File: src/rtl/zr_soc_pkg.sv
// Shared SoC types and the coreplex data-slave address map.
package zr_soc_pkg;

  typedef logic [31:0] addr_t;
  typedef logic [31:0] data_t;

  localparam addr_t TCM_BASE = 32'h8000_0000;
  localparam addr_t TCM_MASK = 32'h0000_3fff;
  localparam addr_t DM_BASE  = 32'h0000_0000;
  localparam addr_t DM_MASK  = 32'h0000_3fff;
  localparam addr_t DTM_BASE = 32'h0000_4000;
  localparam addr_t DTM_MASK = 32'h0000_0fff;

endpackage

File: src/rtl/zr_id_fifo.sv
// Small synchronous FIFO of target ids; exposes both head and most recently written (tail) entry.
module zr_id_fifo #(
  parameter int WIDTH = 2,
  parameter int DEPTH = 2
) (
  input  logic                       clk,
  input  logic                       rst_n,
  input  logic                       i_push,
  input  logic                       i_pop,
  input  logic [WIDTH-1:0]           i_wdata,
  output logic [WIDTH-1:0]           o_head,
  output logic [WIDTH-1:0]           o_tail,
  output logic                       o_full,
  output logic                       o_empty,
  output logic [$clog2(DEPTH+1)-1:0] o_count
);

  localparam int PW = (DEPTH > 1) ? $clog2(DEPTH) : 1;
  localparam int CW = $clog2(DEPTH + 1);
  localparam logic [PW-1:0] LAST = PW'(DEPTH - 1);

  logic [WIDTH-1:0] r_mem [DEPTH];
  logic [PW-1:0]    r_wr_ptr, r_rd_ptr;
  logic [CW-1:0]    r_count;
  logic             w_wr, w_rd;
  logic [PW-1:0]    w_tail_idx;

  function automatic logic [PW-1:0] ptr_inc(input logic [PW-1:0] p);
    return (p == LAST) ? '0 : p + PW'(1);
  endfunction

  assign o_full     = (r_count == CW'(DEPTH));
  assign o_empty    = (r_count == '0);
  assign o_count    = r_count;
  assign w_wr       = i_push && !o_full;
  assign w_rd       = i_pop && !o_empty;
  assign w_tail_idx = (r_wr_ptr == '0) ? LAST : r_wr_ptr - PW'(1);
  assign o_head     = r_mem[r_rd_ptr];
  assign o_tail     = r_mem[w_tail_idx];

  always_ff @(posedge clk) begin
    if (w_wr) r_mem[r_wr_ptr] <= i_wdata;
  end

  always_ff @(posedge clk or negedge rst_n) begin
    if (!rst_n) begin
      r_wr_ptr <= '0;
      r_rd_ptr <= '0;
      r_count  <= '0;
    end else begin
      if (w_wr) r_wr_ptr <= ptr_inc(r_wr_ptr);
      if (w_rd) r_rd_ptr <= ptr_inc(r_rd_ptr);
      case ({w_wr, w_rd})
        2'b10:   r_count <= r_count + CW'(1);
        2'b01:   r_count <= r_count - CW'(1);
        default: r_count <= r_count;
      endcase
    end
  end

endmodule

File: src/rtl/zr_dbus_demux.sv
// LSU data-bus demux: address decode, per-slave request steering, in-order response return
// and a synthetic error response for unmapped addresses.
module zr_dbus_demux
  import zr_soc_pkg::*;
#(
  parameter int                         N_SLAVES  = 3,
  parameter int                         MAX_OUTST = 2,
  parameter logic [N_SLAVES-1:0][31:0]  SLV_BASE  = {DTM_BASE, DM_BASE, TCM_BASE},
  parameter logic [N_SLAVES-1:0][31:0]  SLV_MASK  = {DTM_MASK, DM_MASK, TCM_MASK}
) (
  input  logic                     clk,
  input  logic                     rst_n,
  input  logic                     m_req_i,
  output logic                     m_gnt_o,
  output logic                     m_rvalid_o,
  input  logic                     m_we_i,
  input  logic [3:0]               m_be_i,
  input  addr_t                    m_addr_i,
  input  data_t                    m_wdata_i,
  output data_t                    m_rdata_o,
  output logic                     m_err_o,
  output logic [N_SLAVES-1:0]      s_req_o,
  input  logic [N_SLAVES-1:0]      s_gnt_i,
  input  logic [N_SLAVES-1:0]      s_rvalid_i,
  input  logic [N_SLAVES*32-1:0]   s_rdata_i,
  input  logic [N_SLAVES-1:0]      s_err_i,
  output logic                     s_we_o,
  output logic [3:0]               s_be_o,
  output addr_t                    s_addr_o,
  output data_t                    s_wdata_o,
  output logic                     proto_err_o
);

  localparam int IDW = $clog2(N_SLAVES + 1);
  localparam int CW  = $clog2(MAX_OUTST + 1);
  localparam logic [IDW-1:0] DECERR_ID = IDW'(N_SLAVES);

  logic [IDW-1:0] w_target, w_head, w_tail;
  logic           w_full, w_empty;
  logic [CW-1:0]  w_count;
  logic           w_issue, w_push, w_pop, w_drain, w_head_dec, w_stray;
  logic           w_rvalid, w_err;
  data_t          w_rdata;
  logic           r_decerr_pend, r_proto_err;

  assign s_we_o    = m_we_i;
  assign s_be_o    = m_be_i;
  assign s_addr_o  = m_addr_i;
  assign s_wdata_o = m_wdata_i;

  // Descending scan so the lowest matching index wins on overlapping windows.
  always_comb begin
    w_target = DECERR_ID;
    for (int i = N_SLAVES - 1; i >= 0; i--) begin
      if ((m_addr_i & ~SLV_MASK[i]) == (SLV_BASE[i] & ~SLV_MASK[i])) w_target = IDW'(i);
    end
  end

  always_comb begin
    w_head_dec = !w_empty && (w_head == DECERR_ID);
    w_rvalid   = 1'b0;
    w_err      = 1'b0;
    w_rdata    = '0;
    w_stray    = 1'b0;
    for (int i = 0; i < N_SLAVES; i++) begin
      if (!w_empty && (w_head == IDW'(i))) begin
        w_rvalid = s_rvalid_i[i];
        if (s_rvalid_i[i]) begin
          w_err   = s_err_i[i];
          w_rdata = s_rdata_i[i*32 +: 32];
        end
      end else if (s_rvalid_i[i]) begin
        w_stray = 1'b1;
      end
    end
    if (w_head_dec) begin
      w_rvalid = r_decerr_pend;
      w_err    = r_decerr_pend;
    end
  end

  assign w_pop       = w_rvalid;
  assign m_rvalid_o  = w_rvalid;
  assign m_err_o     = w_err;
  assign m_rdata_o   = w_rdata;
  assign proto_err_o = r_proto_err;

  // A response retiring the only outstanding entry lets a different target issue in the same cycle.
  assign w_drain = (w_count == CW'(1)) && w_pop;
  assign w_issue = rst_n && m_req_i && !w_full && (w_empty || (w_target == w_tail) || w_drain);

  always_comb begin
    s_req_o = '0;
    m_gnt_o = 1'b0;
    if (w_issue) begin
      if (w_target == DECERR_ID) begin
        m_gnt_o = 1'b1;
      end else begin
        for (int i = 0; i < N_SLAVES; i++) begin
          if (w_target == IDW'(i)) begin
            s_req_o[i] = 1'b1;
            m_gnt_o    = s_gnt_i[i];
          end
        end
      end
    end
  end

  assign w_push = m_gnt_o;

  zr_id_fifo #(
    .WIDTH (IDW),
    .DEPTH (MAX_OUTST)
  ) u_tracker (
    .clk     (clk),
    .rst_n   (rst_n),
    .i_push  (w_push),
    .i_pop   (w_pop),
    .i_wdata (w_target),
    .o_head  (w_head),
    .o_tail  (w_tail),
    .o_full  (w_full),
    .o_empty (w_empty),
    .o_count (w_count)
  );

  always_ff @(posedge clk or negedge rst_n) begin
    if (!rst_n) begin
      r_decerr_pend <= 1'b0;
      r_proto_err   <= 1'b0;
    end else begin
      if (w_stray) r_proto_err <= 1'b1;
      if (w_push && (w_target == DECERR_ID)) r_decerr_pend <= 1'b1;
      else if (w_pop && w_head_dec && (w_count == CW'(1))) r_decerr_pend <= 1'b0;
    end
  end

endmodule
File: config.mk
export PLATFORM = sky130hd
export DESIGN_NAME = zr_dbus_demux
export DESIGN_NICKNAME = d
export VERILOG_FILES = /design/src/rtl/zr_soc_pkg.sv /design/src/rtl/zr_id_fifo.sv /design/src/rtl/zr_dbus_demux.sv
export SDC_FILE = /design/constraint.sdc
export NUM_CORES = 1
export LEC_CHECK = 0
export ABC_AREA = 1
export CAP_MARGIN = 15
export CORE_AREA = 4 4 108 110
export DETAILED_ROUTE_END_ITERATION = 8
export DIE_AREA = 0 0 112 114
export MAX_ROUTING_LAYER = met4
export PLACE_DENSITY = 0.69
export SETUP_SLACK_MARGIN = 0.4
export SYNTH_ARGS = -nofsm -noshare
export SYNTH_HDL_FRONTEND = slang
export SYNTH_SLANG_ARGS = --single-unit
File: constraint.sdc
create_clock -name clk -period 2.1 [get_ports clk]
set_input_delay 0.315 -clock clk [delete_from_list [all_inputs] [get_ports clk]]
set_output_delay 0.315 -clock clk [all_outputs]
set_load 0.01 [all_outputs]
Word level (Yosys, flattened, before mapping) --
Memories as Yosys holds them, arrays and structs flattened. Cells that the tools add are included.
Storage, ports and cells: bits of input ports 177, word-level logic and storage cells 91, memory bits (writable) 4, register bits 6, output and inout port bits 108, memories kept 1
Cells by class: mux-type cells 44, equal/unequal tests 13, reduce and logical (&&, ||, !) cells 23, add/subtract/negate cells 5
Memory list:
- u_tracker.r_mem | words 2, bits a word 2, rd ports 2, clocked after Yosys merged registers in 0, wr ports 1, line zr_id_fifo.sv:22 | logic [WIDTH-1:0] r_mem [DEPTH];
Operator list (count):
- 2-to-1 mux 32 bit | 6
- 2-to-1 mux 1 bit | 33
- logical NOT 32 bit | 1
- equality test 20 x 3 -> 1 bit, second input constant | 1
- equality test 18 bit, second input constant | 1
- logical AND 1 bit | 13
- equality test 2 bit, second input constant | 6
- equality test 2 x 1 -> 1 bit, second input constant | 4
- logical NOT 2 bit | 3
- 2-to-1 mux 3 bit | 2
- 2-to-1 mux 2 bit | 2
- case mux 2 bit (2 select lines) | 1
- nonzero test 2 bit | 2
- adder 1 bit, second input constant | 2
- adder 2 x 1 -> 2 bit, second input constant | 1
- equality test 2 bit | 1
- logical NOT 1 bit | 2
- logical OR 1 bit | 2
- subtractor 2 x 1 -> 2 bit, second input constant | 1
- subtractor 1 bit, second input constant | 1

Depth between registers and ports, before layout --
Gate-level depths: netlist of run 1.
depth in word-level cells 14, depth in mapped cells 14, mapped depth without buffers 14

Cells and area by module --
A second synthesis of run 1 with hierarchy kept.
Unflattened totals: cell total of the unflattened synthesis 320, area total of the unflattened synthesis 2067.0 um^2
Modules (own cells, without submodules):
- zr_dbus_demux | seq. area each 50.0 um^2, area an instance 1664.1 um^2, times used 1, cells each 274
- zr_id_fifo | seq. area each 220.2 um^2, area an instance 402.9 um^2, times used 1, cells each 46

Worst setup path after synthesis of run 1 --
No wires, ideal clock.
path type register to register, start register u_tracker.r_count[0] (netlist: u_tracker.o_count[0]), end register u_tracker.r_count[1] (netlist: u_tracker.o_count[1]), setup time 127 ps, cell stages (with the launch flop) 14, data arrival time 1830 ps, clock period less this slack 1957 ps, required time 1973 ps, path buffers 0, path slack 143 ps, path through dfrtp_1 -> inv_1 -> ha_1 -> inv_1 -> nand3_1 -> a21oi_1 -> nand2_1 -> nand3_2 -> a21oi_2 -> nand2_4 -> nand3_4 -> ha_1 -> nand2_1 -> o21ai_0
Between the ends: elaborated cells on any way between the ends 27, those cells by class add/sub: 2; eq/ne: 4; mux: 6; reduce/logical: 15
RTL lines:
- from (decl) | line zr_id_fifo.sv:24 | logic [CW-1:0] r_count;
- from (signal assigned) | line zr_id_fifo.sv:54 | 2'b10: r_count <= r_count + CW'(1);
- from (signal assigned) | line zr_id_fifo.sv:55 | 2'b01: r_count <= r_count - CW'(1);
- from (signal assigned) | line zr_id_fifo.sv:56 | default: r_count <= r_count;
- logical NOT 2 bit (*) | line zr_id_fifo.sv:33 | assign o_empty = (r_count == '0);
- logical NOT 1 bit (*) | line zr_id_fifo.sv:36, zr_dbus_demux.sv:60, zr_dbus_demux.sv:66
- logical AND 1 bit | line zr_dbus_demux.sv:66 | if (!w_empty && (w_head == IDW'(i))) begin
- 2-to-1 mux 1 bit (3 in a row) | line zr_dbus_demux.sv:66
- 2-to-1 mux 1 bit | line zr_dbus_demux.sv:76 | if (w_head_dec) begin
- logical AND 1 bit (*) | line zr_id_fifo.sv:36 | assign w_rd = i_pop && !o_empty;
- named net u_tracker.w_rd | line zr_id_fifo.sv:25 | logic w_wr, w_rd;
- equality test 2 x 1 -> 1 bit / equality test 2 bit (equally long branches) | line zr_id_fifo.sv:53 | case ({w_wr, w_rd})
- case mux 2 bit (2 select lines) / nonzero test 2 bit (equally long branches)
Mark *: on every way through the listed nets, which the timed path passes. The rest lies on a longest branch. A chain may end at the register's enable or synchronous reset.

Worst setup path in the final report of run 1 --
start register u_tracker.r_rd_ptr, end output s_req_o[1]
Between the ends: word-level cells in the longest chain between the ends 11, elaborated cells on any way between the ends 17, those cells by class eq/ne: 3; mux: 5; reduce/logical: 8; memory: 1
RTL lines:
- from (decl) | line zr_id_fifo.sv:23 | logic [PW-1:0] r_wr_ptr, r_rd_ptr;
- from (signal assigned) | line zr_id_fifo.sv:52 | if (w_rd) r_rd_ptr <= ptr_inc(r_rd_ptr);
- memory read (2 x 2 bit) (*)
- logical NOT 2 bit | line zr_dbus_demux.sv:66
- logical AND 1 bit | line zr_dbus_demux.sv:66
- 2-to-1 mux 1 bit (3 in a row) | line zr_dbus_demux.sv:66
- 2-to-1 mux 1 bit (*) | line zr_dbus_demux.sv:76
- logical AND 1 bit (*) | line zr_dbus_demux.sv:89 | assign w_drain = (w_count == CW'(1)) && w_pop;
- logical OR 1 bit (*) | line zr_dbus_demux.sv:90 | assign w_issue = rst_n && m_req_i && !w_full && (w_empty || (w_target == w_tail) || w_drain);
- logical AND 1 bit (*) | line zr_dbus_demux.sv:90
- 2-to-1 mux 3 bit (*) | line zr_dbus_demux.sv:95 | if (w_issue) begin
- to (decl) | line zr_dbus_demux.sv:22 | output logic [N_SLAVES-1:0] s_req_o,
Every way passes the cells marked *; elsewhere a longest branch is shown, timed or not.

==> results of run 1 <==
-- layout by cell type (no fill, tap or decap), drive strengths merged --
cell type and n:
xor2 1, nand3 15, a31oi 33, inv 50, buf 115, dlygate4sd2 17, clkdlybuf4s50 129, nand3b 2
a22o 32, dfrtp 6, a21oi 4, nor3 2, clkinv 4, nand4 3, nor2 28, ha 4
clkbuf 4, dlymetal6s2s 2, o21ai 3, xnor2 2, edfxtp 4, nand2 46
-- repair_timing --
item	CTS	global route
resized for setup	204	46
endpoints found under the hold margin	0	0
buffers inserted	17	7
setup endpoints to repair	53	51
gates cloned	6	2
pin swaps	45	20
-- cells in the mapped netlist, drive strengths merged --
library cell / count
edfxtp: 4
buf: 78
o21ai: 3
xnor2: 2
ha: 4
a31oi: 33
nor3: 2
inv: 51
dfrtp: 6
xor2: 1
nand3b: 2
clkbuf: 4
nand3: 15
clkinv: 2
nand4: 3
nand2: 46
a22o: 32
nor2: 28
a21oi: 4
-- power by group --
part / leakage, nW / internal [mW] / switching, mW
Combinational: 2.10 / 2.11 / 1.71
Sequential: 0.105 / 0.273 / 0.0636
Clock: 0.0231 / 0.128 / 0.0698
-- worst paths after layout --
path | endpoint | slack, ns | cells after the start
max | s_req_o[1] | -0.13 | 12
min | u_tracker.o_count[1] | 0.38 | 2
max reg2reg | u_tracker.r_mem[0][1] | -0.04 | 14
min reg2reg | proto_err_o | 0.52 | 2
max in group asynchronous | u_tracker.r_rd_ptr | 1.59 | 2
min in group clk | proto_err_o | 0.52 | 2
-- state kept, by name (all words and copies together) (netlist names) --
register            cells
proto_err_o             1
r_decerr_pend           1
u_tracker.o_count       2
u_tracker.r_mem         4
u_tracker.r_rd_ptr      1
u_tracker.r_wr_ptr      1
-- critical path: cells and delay by family (launching register included) --
kind | cells | cell delay [ns]
buf+inv | 3 | 0.36
flops | 1 | 0.44
simple gates | 8 | 0.81
compound gates | 1 | 0.06
-- layer usage --
| metal | global-route usage | vias to the layer above | part of all wire |
|---|---|---|---|
| met4 | 0.0248 | 0 | 0.020 |
| met5 | - | - | 0 |
| met3 | 0.0281 | 21 | 0.086 |
| met2 | 0.290 | 170 | 0.54 |
| li1 | - | 1375 | - |
| met1 | 0.161 | 1324 | 0.36 |
-- cell families after synthesis --
| kind of cell | after synthesis | share of synthesized area |
|---|---|---|
| AO/OA/AOI/OAI | 72 | 0.246 |
| XOR/XNOR | 3 | 0.0123 |
| adder cells (fa/ha/maj) | 4 | 0.0235 |
| buffers and inverters | 135 | 0.371 |
| flip-flops | 10 | 0.127 |
| AND/OR/NAND/NOR | 96 | 0.220 |
-- final cells by class --
class                           instances  area [sq um]  share of cell area
Clock inverter                          1          3.75            0.000814
Multi-Input combinational cell        175          1360               0.294
Clock buffer                            3          41.3             0.00895
Sequential cell                        10           272              0.0589
Inverter                               53           211              0.0458
Tap cell                              140           175              0.0380
Timing Repair Buffer                  264          2550               0.553
-- metrics by stage --
stage	cells	utilization	setup TNS, ns
2_1_floorplan	320	-	0
3_3_place_gp	610	0.374	-13.16
3_5_place_dp	610	0.374	-14.43
4_1_cts	637	0.401	-2.01
5_1_grt	646	0.431	-7.34
6_report	646	0.431	-3.28
==> impl_metrics.py, run 1 <==
metrics = {
    "synth": {
        "netlist.area_leader.share": 0.264,
        "synthesis.instances": 320,
        "syn-num-nets": 501,
        "ys_seq_area_frac": 0.127,
        "synth_seq_cells": 10,
        "netlist_area_pre_place_sq_um": 2130,
        "synth_top_area_cell": "buf_4",
        "postSynthAreaPerCell_sq_um": 6.67,
        "yosysWarningCount": 0,
        "post_synth_num_cell_types": 28,
        "yosys-top-cells-area": "buf_4 (26%), a22o_1 (13%), a31oi_1 (9.7%), inv_1 (8.3%), nand2_1 (7.4%)",
    },
    "setup_path": {
        "critPathMaxFanout": 6,
        "crit_chain": "inv_4, nand2_4, nand2_4, buf_4, nor2_4, nand3_2, nand3_4, a21oi_4, nand2_4, nand2_4, nor2_2, buf_2",
        "critPathMaxStageDelay_ns": 0.44,
        "crit_start": "u_tracker.r_rd_ptr",
        "worst-setup-path-type": "reg2out",
        "startpoint_type": "register",
        "cp_data_required_time_ns": 1.78,
        "critical_path.reg2reg.startpoint": "u_tracker.r_rd_ptr",
        "crit_slowest_cell": "dfrtp_2",
        "critical-path-top-cell-by-count": "nand2_4",
        "end_kind": "output port",
        "critical_path_arrival_ns": 1.91,
    },
    "power": {
        "leakage_nw": 2.23,
        "max-vdd-ir-drop_v": 0.000882,
        "total_power_mw": 4.36,
        "power-per-cell-area_nw_per_um2": 945,
    },
    "detailed_routing": {
        "dr.first_iter.drc_count": 110,
        "route.vias.total": 2890,
        "detailedRoute.firstPassIterationCount": 4,
        "wirelength_um": 10700,
        "drc": 0,
        "via_per_inst": 4.47,
        "wl_per_cell_um": 16.6,
        "ant_nets": 0,
    },
    "placement": {
        "post-dp-hpwl_um": 7740,
        "place_area_sq_um": 4000,
        "pre_cts_ws_ns": -0.607,
        "gpl.final_weighted_congestion": 0.819,
        "numPortBuffers": 186,
    },
    "min_path": {
        "timing.hold.worst.class": "in2async",
    },
    "clock_tree": {
        "clock_tree.htree_level_count": 1,
        "cts_max_path_buffers": 2,
        "clk_transition_reported_paths_ns": 0.05,
        "clock_insertion_delay_worst_skew_ns": 0.23,
        "cts-hold-fix-buffers": 0,
        "tritoncts_num_sinks": 10,
        "cts-buffers-inserted": 3,
        "clockRootBuffer": "clkbuf_8",
        "cts_tree": "built",
    },
    "sta": {
        "finClkSkew_ns": 0.00393,
        "worst_path_setup_slack_after_routing_ns": -0.129,
        "worst-slew-pin-transition_ns": 0.278,
        "finalMaxSlewViolations": 0,
        "min_period_ns": 2.23,
        "min_period_over_period": 1.06,
        "setup_viol": 39,
        "max_clock_freq_mhz": 449,
        "rsz0062_at_grt": "yes",
        "number_of_hold_slack_violations_in_the_final_timing_report": 0,
        "max_slew_margin": 0.812,
        "hold_ws_ns": 0.380,
    },
    "status": {
        "status": "finished, violations left",
        "violations_in_the_final_reports": "negative setup slack",
    },
    "floorplan": {
        "fp.dieH_um": 114,
        "boundaryPins": 285,
        "floorplan.die_area_sq_um": 12800,
        "die_w_um": 112,
        "design.core.area_sq_um": 10700,
        "placementRows": 38,
        "start_util": 0.199,
    },
    "grt": {
        "grt_pass1_vias": 2994,
        "grtUsageTotal": 0.150,
        "grt_antenna_before_repair": 0,
        "gr-total-overflow": 0,
        "global_route_wire_length_before_repair_um": 15300,
        "grt_start_max_net_pins": 33,
    },
    "cells_and_area": {
        "final_cell_area_sq_um": 4610,
        "filler_cell_count": 1033,
        "final_layout_size_suffix_gt1_frac": 0.356,
        "ant_diodes": 0,
        "flow.area_growth_from_synthesis_pct": 116,
        "finish.net_count": 688,
    },
    "run": {
        "cap_violations": 0,
    },
}
Note: power is estimated with default switching activity, not from simulation.
==> run 2: changes to the inputs <==
Settings changed: SETUP_SLACK_MARGIN 0.4 to default.
==> run 2 against run 1 <==
  * The run still ends with negative setup slack left
  * Critical endpoint is now m_rdata_o[21]
  * Clock power is essentially flat
  * Total power fell by 6.2%
  * Sequential cell count unchanged
  * Core utilization down 1.5 points
  * Die area stayed put
  * Sequential power is essentially flat
  * Wire length increased by 1.7%
==> impl_metrics.py, run 2 (synthesis gave the netlist of run 1 again) <==
metrics = {
    "status": {
        "status": "finished, violations left",
        "violations_in_the_final_reports": "negative setup slack",
    },
    "floorplan": {
        "placementRows": 38,
        "design.core.area_sq_um": 10700,
        "die_w_um": 112,
        "fp.dieH_um": 114,
        "boundaryPins": 285,
        "start_util": 0.199,
        "floorplan.die_area_sq_um": 12800,
    },
    "clock_tree": {
        "cts_max_path_buffers": 2,
        "clock_tree.htree_level_count": 1,
        "cts-hold-fix-buffers": 0,
        "tritoncts_num_sinks": 10,
        "clk_transition_reported_paths_ns": 0.05,
        "clockRootBuffer": "clkbuf_8",
        "cts_tree": "built",
        "clock_insertion_delay_worst_skew_ns": 0.23,
        "cts-buffers-inserted": 3,
    },
    "grt": {
        "gr-total-overflow": 0,
        "grt_pass1_vias": 2922,
        "grt_start_max_net_pins": 33,
        "grt_antenna_before_repair": 0,
        "global_route_wire_length_before_repair_um": 15100,
        "grtUsageTotal": 0.151,
    },
    "sta": {
        "max_clock_freq_mhz": 450,
        "max_slew_margin": 0.773,
        "worst-slew-pin-transition_ns": 0.337,
        "number_of_hold_slack_violations_in_the_final_timing_report": 0,
        "finalMaxSlewViolations": 0,
        "min_period_over_period": 1.06,
        "finClkSkew_ns": 0.00136,
        "worst_path_setup_slack_after_routing_ns": -0.125,
        "min_period_ns": 2.22,
        "hold_ws_ns": 0.380,
        "rsz0062_at_grt": "yes",
        "setup_viol": 36,
    },
    "power": {
        "power-per-cell-area_nw_per_um2": 919,
        "power.combinational.fraction": 0.870,
        "max-vdd-ir-drop_v": 0.00101,
        "design_internal_power_mw": 2.29,
        "switching_power_mw": 1.80,
        "leakage_nw": 2.15,
        "total_power_mw": 4.09,
        "power_frac_seq": 0.081,
        "power.switching_fraction": 0.439,
        "clock_power_share": 0.049,
    },
    "detailed_routing": {
        "detailedRoute.firstPassIterationCount": 4,
        "dr.first_iter.drc_count": 138,
        "wl_per_cell_um": 17.2,
        "route.vias.total": 2836,
        "via_per_inst": 4.47,
        "ant_nets": 0,
        "drc": 0,
        "wirelength_um": 10900,
    },
    "setup_path": {
        "critical_path_arrival_ns": 1.91,
        "critical_path.reg2reg.startpoint": "u_tracker.o_count[0]",
        "worst-setup-path-type": "reg2out",
        "cp_data_required_time_ns": 1.78,
        "end_kind": "output port",
        "crit_start": "u_tracker.o_count[0]",
        "crit-reg2reg-capture": "u_tracker.o_count[1]",
        "r2r_cells": 15,
        "startpoint_type": "register",
        "endpoint": "m_rdata_o[21]",
        "r2r_slack_ns": 0.10,
        "critPathMaxFanout": 8,
    },
    "cells_and_area": {
        "filler_cell_count": 1066,
        "finish.net_count": 677,
        "post-route-util": 0.416,
        "flow.area_growth_from_synthesis_pct": 109,
        "commonest_cells_after_routing_fill_and_taps_aside": "clkdlybuf4s50_1 (128), buf_4 (51), inv_1 (42), nand2_1 (33), a22o_1 (29)",
        "ant_diodes": 0,
        "largest_reg_flops": 4,
        "top_register": "u_tracker.r_mem",
        "most_common_cell_after_layout_fill_and_taps_aside": "clkdlybuf4s50_1",
        "final_layout_size_suffix_gt1_frac": 0.335,
    },
    "placement": {
        "numPortBuffers": 186,
        "post-dp-hpwl_um": 7860,
        "gpl.final_weighted_congestion": 0.897,
    },
    "run": {
        "cap_violations": 0,
    },
    "min_path": {
        "timing.hold.worst.class": "in2async",
    },
}
-- run 2: power by group through the flow --
stage | logic (mW) | registers (mW) | clock network, mW
2_1_floorplan | 1.43 | 0.319 | 0
3_3_place_gp | 2.64 | 0.316 | 0
3_5_place_dp | 2.68 | 0.322 | 0
4_1_cts | 2.97 | 0.322 | 0.202
5_1_grt | 3.84 | 0.341 | 0.214
6_report | 3.56 | 0.333 | 0.200
-- run 2: worst max-delay path: stages, from the launching register on --
cell and delay (ns):
dfrtp_1 0.39, inv_2 0.09, ha_4 0.16, inv_6 0.05
nand3_4 0.09, nor2_4 0.05, buf_6 0.13, buf_16 0.14
a22o_4 0.25, a31oi_4 0.15, inv_1 0.05, buf_2 0.13
-- run 2: final cells by class --
| type | count | area, sq um | area share |
|---|---|---|---|
| Clock buffer | 3 | 41.3 | 0.00928 |
| Multi-Input combinational cell | 175 | 1360 | 0.305 |
| Inverter | 53 | 211 | 0.0475 |
| Tap cell | 140 | 175 | 0.0394 |
| Clock inverter | 1 | 3.75 | 0.000844 |
| Timing Repair Buffer | 253 | 2390 | 0.537 |
| Sequential cell | 10 | 272 | 0.0610 |
-- run 2: what timing repair did --
action | CTS | global route
pin swaps | 39 | 31
endpoints found under the setup margin | 42 | 42
gates cloned | 5 | 3
buffers inserted | 15 | 6
gates resized for setup | 202 | 56
-- run 2: metrics by stage --
| step | cells | area [sq um] | TNS, ns | setup WS (ns) |
|---|---|---|---|---|
| 6_report | 635 | 4450 | -2.42 | -0.125 |
| 2_1_floorplan | 320 | 2130 | 0 | 0.143 |
| 3_3_place_gp | 604 | 3920 | -13.77 | -0.566 |
| 5_1_grt | 635 | 4450 | -6.12 | -0.243 |
| 3_5_place_dp | 604 | 3920 | -15.17 | -0.602 |
| 4_1_cts | 628 | 4150 | -3.31 | -0.167 |
-- run 2: worst min path at each step --
stage	startpoint	to	slack (ns)	cells past startpoint
2_1_floorplan	rst_n	proto_err_o	0.02	0
3_3_place_gp	proto_err_o	proto_err_o	0.48	2
3_5_place_dp	proto_err_o	proto_err_o	0.48	2
4_1_cts	rst_n	u_tracker.r_rd_ptr	0.38	2
5_1_grt	rst_n	u_tracker.o_count[1]	0.38	2
6_report	rst_n	u_tracker.o_count[1]	0.38	2
-- run 2: per-layer routing --
| layer | global-route usage | up-vias | wire length (um) |
|---|---|---|---|
| met5 | - | - | 0 |
| met2 | 0.269 | 172 | 5670 |
| met1 | 0.158 | 1285 | 3900 |
| met4 | 0.0401 | 0 | 213 |
| li1 | - | 1359 | - |
| met3 | 0.0546 | 20 | 1150 |
